**src/rtl/axi_rd_pkg.sv**
```systemverilog
// Shared definitions for the AXI4-Lite sequential reader.
//   rd_state_e   : sequencer states
//   RESP_*       : AXI RRESP encodings
//   resp_is_err  : true for any response other than OKAY
package axi_rd_pkg;

  typedef enum logic [1:0] {
    ST_IDLE = 2'd0,
    ST_ADDR = 2'd1,
    ST_DATA = 2'd2,
    ST_DONE = 2'd3
  } rd_state_e;

  localparam logic [1:0] RESP_OKAY   = 2'b00;
  localparam logic [1:0] RESP_EXOKAY = 2'b01;
  localparam logic [1:0] RESP_SLVERR = 2'b10;
  localparam logic [1:0] RESP_DECERR = 2'b11;

  // EXOKAY is not expected on AXI4-Lite, so anything but OKAY is flagged
  function automatic logic resp_is_err(input logic [1:0] resp);
    return resp != RESP_OKAY;
  endfunction

endpackage

```
**src/rtl/axi_rd_watchdog.sv**
```systemverilog
// Handshake watchdog for the sequential reader.
// Counts cycles while en is high; any handshake (clr) or en low restarts it.
// Ports:
//   clk, rst_n : clock, asynchronous active-low reset
//   en         : sequencer is waiting on the bus (ADDR or DATA)
//   clr        : an AR or R handshake completes this cycle
//   fire_c     : combinational, high in the LIMIT-th consecutive waiting cycle
module axi_rd_watchdog #(
  parameter int unsigned LIMIT = 256
) (
  input  logic clk,
  input  logic rst_n,
  input  logic en,
  input  logic clr,
  output logic fire_c
);

  localparam int unsigned CW = (LIMIT < 2) ? 1 : $clog2(LIMIT);

  logic [CW-1:0] cnt;

  // cycles already spent waiting, saturating at LIMIT-1
  always_ff @(posedge clk or negedge rst_n) begin
    if (!rst_n) begin
      cnt <= '0;
    end else if (!en || clr) begin
      cnt <= '0;
    end else if (cnt != CW'(LIMIT - 1)) begin
      cnt <= cnt + CW'(1);
    end
  end

  assign fire_c = en && !clr && (cnt == CW'(LIMIT - 1));

endmodule

```
**src/rtl/axi_lite_seq_reader.sv**
```systemverilog
// AXI4-Lite master that issues count_i single reads at base, base+stride, ...
// with at most one read outstanding, and streams every beat out on rd_*.
// Optional feature: define AXI_RD_TIMEOUT_EN to add a handshake watchdog
// (axi_rd_watchdog); otherwise timeout_o is tied low and the reader waits
// forever.
// Ports:
//   ACLK, ARESETN             : clock, asynchronous active-low reset
//   start_i, abort_i          : launch / stop at the next beat boundary
//   base_addr_i, stride_i,
//   count_i                   : sequence setup, latched on accepted start
//   busy_o, done_o            : sequence active / one-cycle completion pulse
//   err_o, timeout_o,
//   aborted_o                 : sticky status, cleared by the next start
//   rd_valid_o, rd_data_o,
//   rd_resp_o, rd_index_o     : per-beat result stream
//   M_AXI_AR*, M_AXI_R*       : AXI4-Lite read channels
module axi_lite_seq_reader
  import axi_rd_pkg::*;
#(
  parameter int unsigned ADDR_W      = 32,
  parameter int unsigned DATA_W      = 32,
  parameter int unsigned CNT_W       = 16,
  parameter int unsigned TIMEOUT_CYC = 256
) (
  input  logic              ACLK,
  input  logic              ARESETN,
  input  logic              start_i,
  input  logic              abort_i,
  input  logic [ADDR_W-1:0] base_addr_i,
  input  logic [ADDR_W-1:0] stride_i,
  input  logic [CNT_W-1:0]  count_i,
  output logic              busy_o,
  output logic              done_o,
  output logic              err_o,
  output logic              timeout_o,
  output logic              aborted_o,
  output logic              rd_valid_o,
  output logic [DATA_W-1:0] rd_data_o,
  output logic [1:0]        rd_resp_o,
  output logic [CNT_W-1:0]  rd_index_o,
  output logic [ADDR_W-1:0] M_AXI_ARADDR,
  output logic              M_AXI_ARVALID,
  input  logic              M_AXI_ARREADY,
  input  logic [DATA_W-1:0] M_AXI_RDATA,
  input  logic [1:0]        M_AXI_RRESP,
  input  logic              M_AXI_RVALID,
  output logic              M_AXI_RREADY
);

  rd_state_e         state;
  logic [ADDR_W-1:0] addr_q;
  logic [ADDR_W-1:0] stride_q;
  logic [CNT_W-1:0]  count_q;
  logic [CNT_W-1:0]  index_q;
  logic              abort_pend;
  logic              arvalid_q;
  logic              rready_q;
  logic              busy_q;
  logic              done_q;
  logic              err_q;
  logic              aborted_q;
  logic              rd_valid_q;
  logic [DATA_W-1:0] rd_data_q;
  logic [1:0]        rd_resp_q;
  logic [CNT_W-1:0]  rd_index_q;

  logic              last_beat_c;
  logic              abort_now_c;
  logic              wd_fire_c;

  assign last_beat_c = (index_q == count_q - CNT_W'(1));
  // an abort arriving in the completing cycle still counts for this beat
  assign abort_now_c = abort_pend || abort_i;

`ifdef AXI_RD_TIMEOUT_EN
  logic timeout_q;
  logic wd_en_c;
  logic wd_clr_c;

  assign wd_en_c  = (state == ST_ADDR) || (state == ST_DATA);
  assign wd_clr_c = ((state == ST_ADDR) && M_AXI_ARREADY) ||
                    ((state == ST_DATA) && M_AXI_RVALID);

  axi_rd_watchdog #(
    .LIMIT (TIMEOUT_CYC)
  ) u_watchdog (
    .clk    (ACLK),
    .rst_n  (ARESETN),
    .en     (wd_en_c),
    .clr    (wd_clr_c),
    .fire_c (wd_fire_c)
  );

  assign timeout_o = timeout_q;
`else
  logic unused_timeout_cfg;

  assign unused_timeout_cfg = ^32'(TIMEOUT_CYC);
  assign wd_fire_c          = 1'b0;
  assign timeout_o          = 1'b0;
`endif

  // Sequencer: ARVALID/RREADY are state-aligned registers, so ARADDR (addr_q)
  // cannot move while ARVALID is up.
  always_ff @(posedge ACLK or negedge ARESETN) begin
    if (!ARESETN) begin
      state      <= ST_IDLE;
      addr_q     <= '0;
      stride_q   <= '0;
      count_q    <= '0;
      index_q    <= '0;
      abort_pend <= 1'b0;
      arvalid_q  <= 1'b0;
      rready_q   <= 1'b0;
      busy_q     <= 1'b0;
      done_q     <= 1'b0;
      err_q      <= 1'b0;
      aborted_q  <= 1'b0;
      rd_valid_q <= 1'b0;
      rd_data_q  <= '0;
      rd_resp_q  <= '0;
      rd_index_q <= '0;
`ifdef AXI_RD_TIMEOUT_EN
      timeout_q  <= 1'b0;
`endif
    end else begin
      rd_valid_q <= 1'b0;
      done_q     <= 1'b0;

      case (state)
        ST_IDLE: begin
          if (start_i) begin
            addr_q     <= base_addr_i;
            stride_q   <= stride_i;
            count_q    <= count_i;
            index_q    <= '0;
            abort_pend <= 1'b0;
            err_q      <= 1'b0;
            aborted_q  <= 1'b0;
`ifdef AXI_RD_TIMEOUT_EN
            timeout_q  <= 1'b0;
`endif
            busy_q     <= 1'b1;
            if (count_i == '0) begin
              state  <= ST_DONE;
              done_q <= 1'b1;
            end else begin
              state     <= ST_ADDR;
              arvalid_q <= 1'b1;
            end
          end
        end

        ST_ADDR: begin
          if (abort_i) begin
            abort_pend <= 1'b1;
          end
          if (wd_fire_c) begin
            arvalid_q <= 1'b0;
`ifdef AXI_RD_TIMEOUT_EN
            timeout_q <= 1'b1;
`endif
            state     <= ST_DONE;
            done_q    <= 1'b1;
          end else if (M_AXI_ARREADY) begin
            arvalid_q <= 1'b0;
            rready_q  <= 1'b1;
            state     <= ST_DATA;
          end
        end

        ST_DATA: begin
          if (wd_fire_c) begin
            rready_q  <= 1'b0;
`ifdef AXI_RD_TIMEOUT_EN
            timeout_q <= 1'b1;
`endif
            state     <= ST_DONE;
            done_q    <= 1'b1;
          end else if (M_AXI_RVALID) begin
            rd_valid_q <= 1'b1;
            rd_data_q  <= M_AXI_RDATA;
            rd_resp_q  <= M_AXI_RRESP;
            rd_index_q <= index_q;
            if (resp_is_err(M_AXI_RRESP)) begin
              err_q <= 1'b1;
            end
            addr_q   <= addr_q + stride_q;
            index_q  <= index_q + CNT_W'(1);
            rready_q <= 1'b0;
            if (last_beat_c || abort_now_c) begin
              state  <= ST_DONE;
              done_q <= 1'b1;
              if (abort_now_c) begin
                aborted_q <= 1'b1;
              end
            end else begin
              state     <= ST_ADDR;
              arvalid_q <= 1'b1;
            end
          end else if (abort_i) begin
            abort_pend <= 1'b1;
          end
        end

        ST_DONE: begin
          busy_q     <= 1'b0;
          abort_pend <= 1'b0;
          state      <= ST_IDLE;
        end

        default: begin
          state <= ST_IDLE;
        end
      endcase
    end
  end

  assign busy_o        = busy_q;
  assign done_o        = done_q;
  assign err_o         = err_q;
  assign aborted_o     = aborted_q;
  assign rd_valid_o    = rd_valid_q;
  assign rd_data_o     = rd_data_q;
  assign rd_resp_o     = rd_resp_q;
  assign rd_index_o    = rd_index_q;
  assign M_AXI_ARADDR  = addr_q;
  assign M_AXI_ARVALID = arvalid_q;
  assign M_AXI_RREADY  = rready_q;

endmodule

```
**config.mk**
```make
export PLATFORM = sky130hd
export DESIGN_NAME = axi_lite_seq_reader
export DESIGN_NICKNAME = d
export VERILOG_FILES = /design/src/rtl/axi_rd_pkg.sv /design/src/rtl/axi_rd_watchdog.sv /design/src/rtl/axi_lite_seq_reader.sv
export SDC_FILE = /design/constraint.sdc
export NUM_CORES = 1
export LEC_CHECK = 0
export BUFFER_PORTS_ARGS = -buffer_cell sky130_fd_sc_hd__buf_2
export CAP_MARGIN = 0
export CORE_MARGIN = 2
export CORE_UTILIZATION = 54
export DETAILED_ROUTE_END_ITERATION = 7
export PLACE_DENSITY = 0.81
export SYNTH_ARGS = -nofsm -noshare
export SYNTH_HDL_FRONTEND = slang
export SYNTH_SLANG_ARGS = --single-unit
```
**constraint.sdc**
```tcl
create_clock -name ACLK -period 3.4 [get_ports ACLK]
set_clock_uncertainty 0.2 [all_clocks]
set_input_delay 0.34 -clock ACLK [delete_from_list [all_inputs] [get_ports ACLK]]
set_output_delay 0.34 -clock ACLK [all_outputs]
set_load 0.005 [all_outputs]
```
==> impl_metrics.py <==
metrics = {
    "timing": {
        "setup_viol": 0,
        "relSlewSlack": 0.1854,
        "period_minus_slack_ns": 3.224,
        "max_clock_freq_ghz": 0.3102,
        "finalSetupTns_ns": 0,
        "fin_crit_sh": 0.9483,
        "rsz0062_at_grt": "no",
        "drv_slew": 0,
        "worst_pin_slew_ns": 1.214,
        "final-hold-violation-count": 0,
    },
    "grt": {
        "grt_pass1_vias": 7328,
        "grt_overflow_total": 0,
        "grt_max_degree": 85,
        "grt_first_pass_wirelength_mm": 36.51,
        "track_usage": 0.2795,
        "antenna_found_initial": 0,
    },
    "cts": {
        "cts_buffers": 17,
        "clock_latency_ns": 0.42,
        "clk_pin_slew_worst_paths_ns": 0.07,
        "cts-root-buf": "clkbuf_16",
        "cts_tree": "yes",
        "h-tree-depth": 4,
        "cts_buffer_depth": 2,
        "clock-sinks": 156,
    },
    "yosys": {
        "synth.area.top_cells": "dfrtp_1 (46%), mux2_2 (13%), ha_1 (5.5%)",
        "synth_seq_area_share": 0.4639,
        "yosys-top-cells-count": "dfrtp_1 (156), mux2_2 (97), nor2_1 (62), nand2_1 (55), o21ai_0 (54)",
        "synth-async-reset-ratio": 1.000,
        "synth_edf_count": 0,
        "synth_cell_types": 62,
        "yosysMostFrequentCell": "dfrtp_1",
        "yosysTopAreaCellShare": 0.4639,
        "synthFlopType": "dfrtp_1",
        "synth_fp_nets": 952,
        "synth_top_area_cell": "dfrtp_1",
        "syn_avg_cell_area_um2": 10.60,
        "synth_cells": 794,
        "ys.warnings.count": 0,
        "synthesis.area_um2": 8416,
        "ys_seq_elements": 156,
    },
    "critical_path": {
        "worstPathCellList": "ha_2 -> inv_1 -> fa_1 -> nand2b_1 -> a21oi_2 -> o41a_1 -> a311o_2 -> a21oi_4 -> o21ai_2 -> a21o_1 -> a211oi_2 -> a2bb2oi_1 -> o21ai_1",
        "startpoint_type": "flop",
        "slowest_delay_ns": 0.44,
        "cp.arrival_ns": 3.31,
        "path_class": "reg2reg",
        "worst-path-max-fanout": 3,
        "worstPathRequired_ns": 3.49,
        "r2r_slack_ns": 0.18,
        "crit_path_top_delay_cell": "a311o_2",
        "endpoint_kind": "flop",
    },
    "floorplanning": {
        "dieArea_um2": 16600,
        "dieWidth_um": 128.8,
        "num_rows": 45,
        "die_y_um": 128.8,
        "core-area_um2": 15200,
        "io_pins": 210,
        "start_util": 0.5536,
    },
    "power_and_ir_drop": {
        "p_total_uw": 11010,
        "leakage_uw": 0.005325,
        "peakVddDrop_v": 0.0005947,
        "p_per_area_nw_per_um2": 984.1,
    },
    "placed_design": {
        "hpwl_mm": 14.46,
        "numPortBuffers": 208,
        "dp.cells": 1171,
        "gp_congestion": 0.9490,
    },
    "detailed_routing": {
        "drt-initial-drc-count": 374,
        "dr.pass1.iters": 5,
        "vias": 7241,
        "wire_per_inst_um": 17.56,
        "wl_mm": 22.72,
        "drc": 0,
        "postRouteAntennaNets": 0,
        "avgViaCountPerCell": 5.596,
    },
    "finish": {
        "fillCellCount": 1046,
        "num-nets-final": 1250,
        "layout.cells.non_filler": 1294,
        "areaGrowthSynthToFinish_pct": 32.89,
        "utilization": 0.7356,
        "drive_above_1_share": 0.3376,
    },
    "job": {
        "drv_cap": 0,
    },
    "outcome": {
        "status": "complete, no violations",
    },
    "min_path": {
        "hold_class": "in2reg",
    },
}
==> path summary, 6_finish.rpt <==
path,depth (start not counted),to,startpoint
worst max register to register,13,M_AXI_ARADDR[26],M_AXI_ARADDR[0]
min in group asynchronous,2,rd_index_o[6],ARESETN
worst min register to register,1,rd_index_o[5],rd_index_o[5]
worst min-delay path,3,M_AXI_ARADDR[4],base_addr_i[4]
worst max-delay path,13,M_AXI_ARADDR[26],M_AXI_ARADDR[0]
max in group asynchronous,3,stride_q[21],ARESETN
==> worst max-delay path: cells and delay by family, from the launching register on <==
kind	cells	cell delay, ns
DFF	1	0.42
and+or+nand+nor	1	0.15
buffers and inverters	1	0.07
AOI/OAI and AO/OA	9	1.85
adders and majority gates	2	0.41
==> routing by layer <==
| metal | track usage | vias to the layer above | share of wire |
|---|---|---|---|
| met5 | 0 | - | 0 |
| met4 | 0.07417 | 0 | 0.011 |
| met3 | 0.06653 | 26 | 0.063 |
| met2 | 0.4908 | 253 | 0.51 |
| met1 | 0.3475 | 3543 | 0.41 |
| li1 | - | 3419 | - |
==> stage by stage <==
stage,hold WS (ns),cell area [µm²],setup slack (ns)
after floorplan,-0.1556,8416,0.3495
after CTS,0.0002800,11130,0.07273
after detailed placement,0.2598,9667,0.1046
after global routing,0.03101,11180,0.01040
after global placement,0.2553,9667,0.2006
final,0.01124,11180,0.1758
==> cell usage in the layout (no fill, tap or decap), types with 11 or more instances in the layout <==
cell type,count
xnor2_1,30
clkbuf_16,17
o21ai_0,54
nor2_1,62
mux2_2,97
dfrtp_1,156
dlygate4sd3_1,87
nand2_1,54
nor3_1,11
a21oi_1,50
buf_4,14
inv_1,25
and3_1,11
ha_1,35
xor2_1,30
nand3_1,19
buf_2,207
mux2i_1,19
==> sequential cells by signal (all words and copies together), names as in the netlist, 2 cells and up <==
name	cells
M_AXI_ARADDR	32
count_q	16
index_q	16
rd_data_o	32
rd_index_o	16
rd_resp_o	2
state	2
stride_q	32
==> area by class of cell <==
cell class	count	area, µm²	area share
Tap cell	188	235.2	0.02103
Sequential cell	156	3904	0.3491
Inverter	26	97.59	0.008727
Clock buffer	17	425.4	0.03804
Clock inverter	15	171.4	0.01533
Timing Repair Buffer	311	2063	0.1845
Antenna cell	1	2.502	0.0002238
Multi-Input combinational cell	580	4284	0.3831
==> logic make-up (layout without fill, tap and decap cells) <==
family          after synthesis  after routing  synth area share
flops                       156            156            0.4639
fa+ha+maj                    38             38           0.05739
simple gates                197            197            0.1102
compound gates              168            168            0.1228
mux                         116            116            0.1524
buf+inv                      58            369           0.03048
other cells                   1              2         0.0004456
xor+xnor                     60             60           0.06244
==> what timing repair did <==
item	in CTS	in global routing
hold buffers	87	0
buffers inserted	0	3
endpoints found under the hold margin	168	0
endpoints found under the setup margin	0	9
gates resized for setup	0	6
==> power by group <==
part           total, µW  internal, µW  switching [µW]
Combinational       5770          2710            3060
Sequential          3300          2650             642
Clock               1940          1110             834
Total              11000          6470            4540
Power figures use the tool's default switching activity.
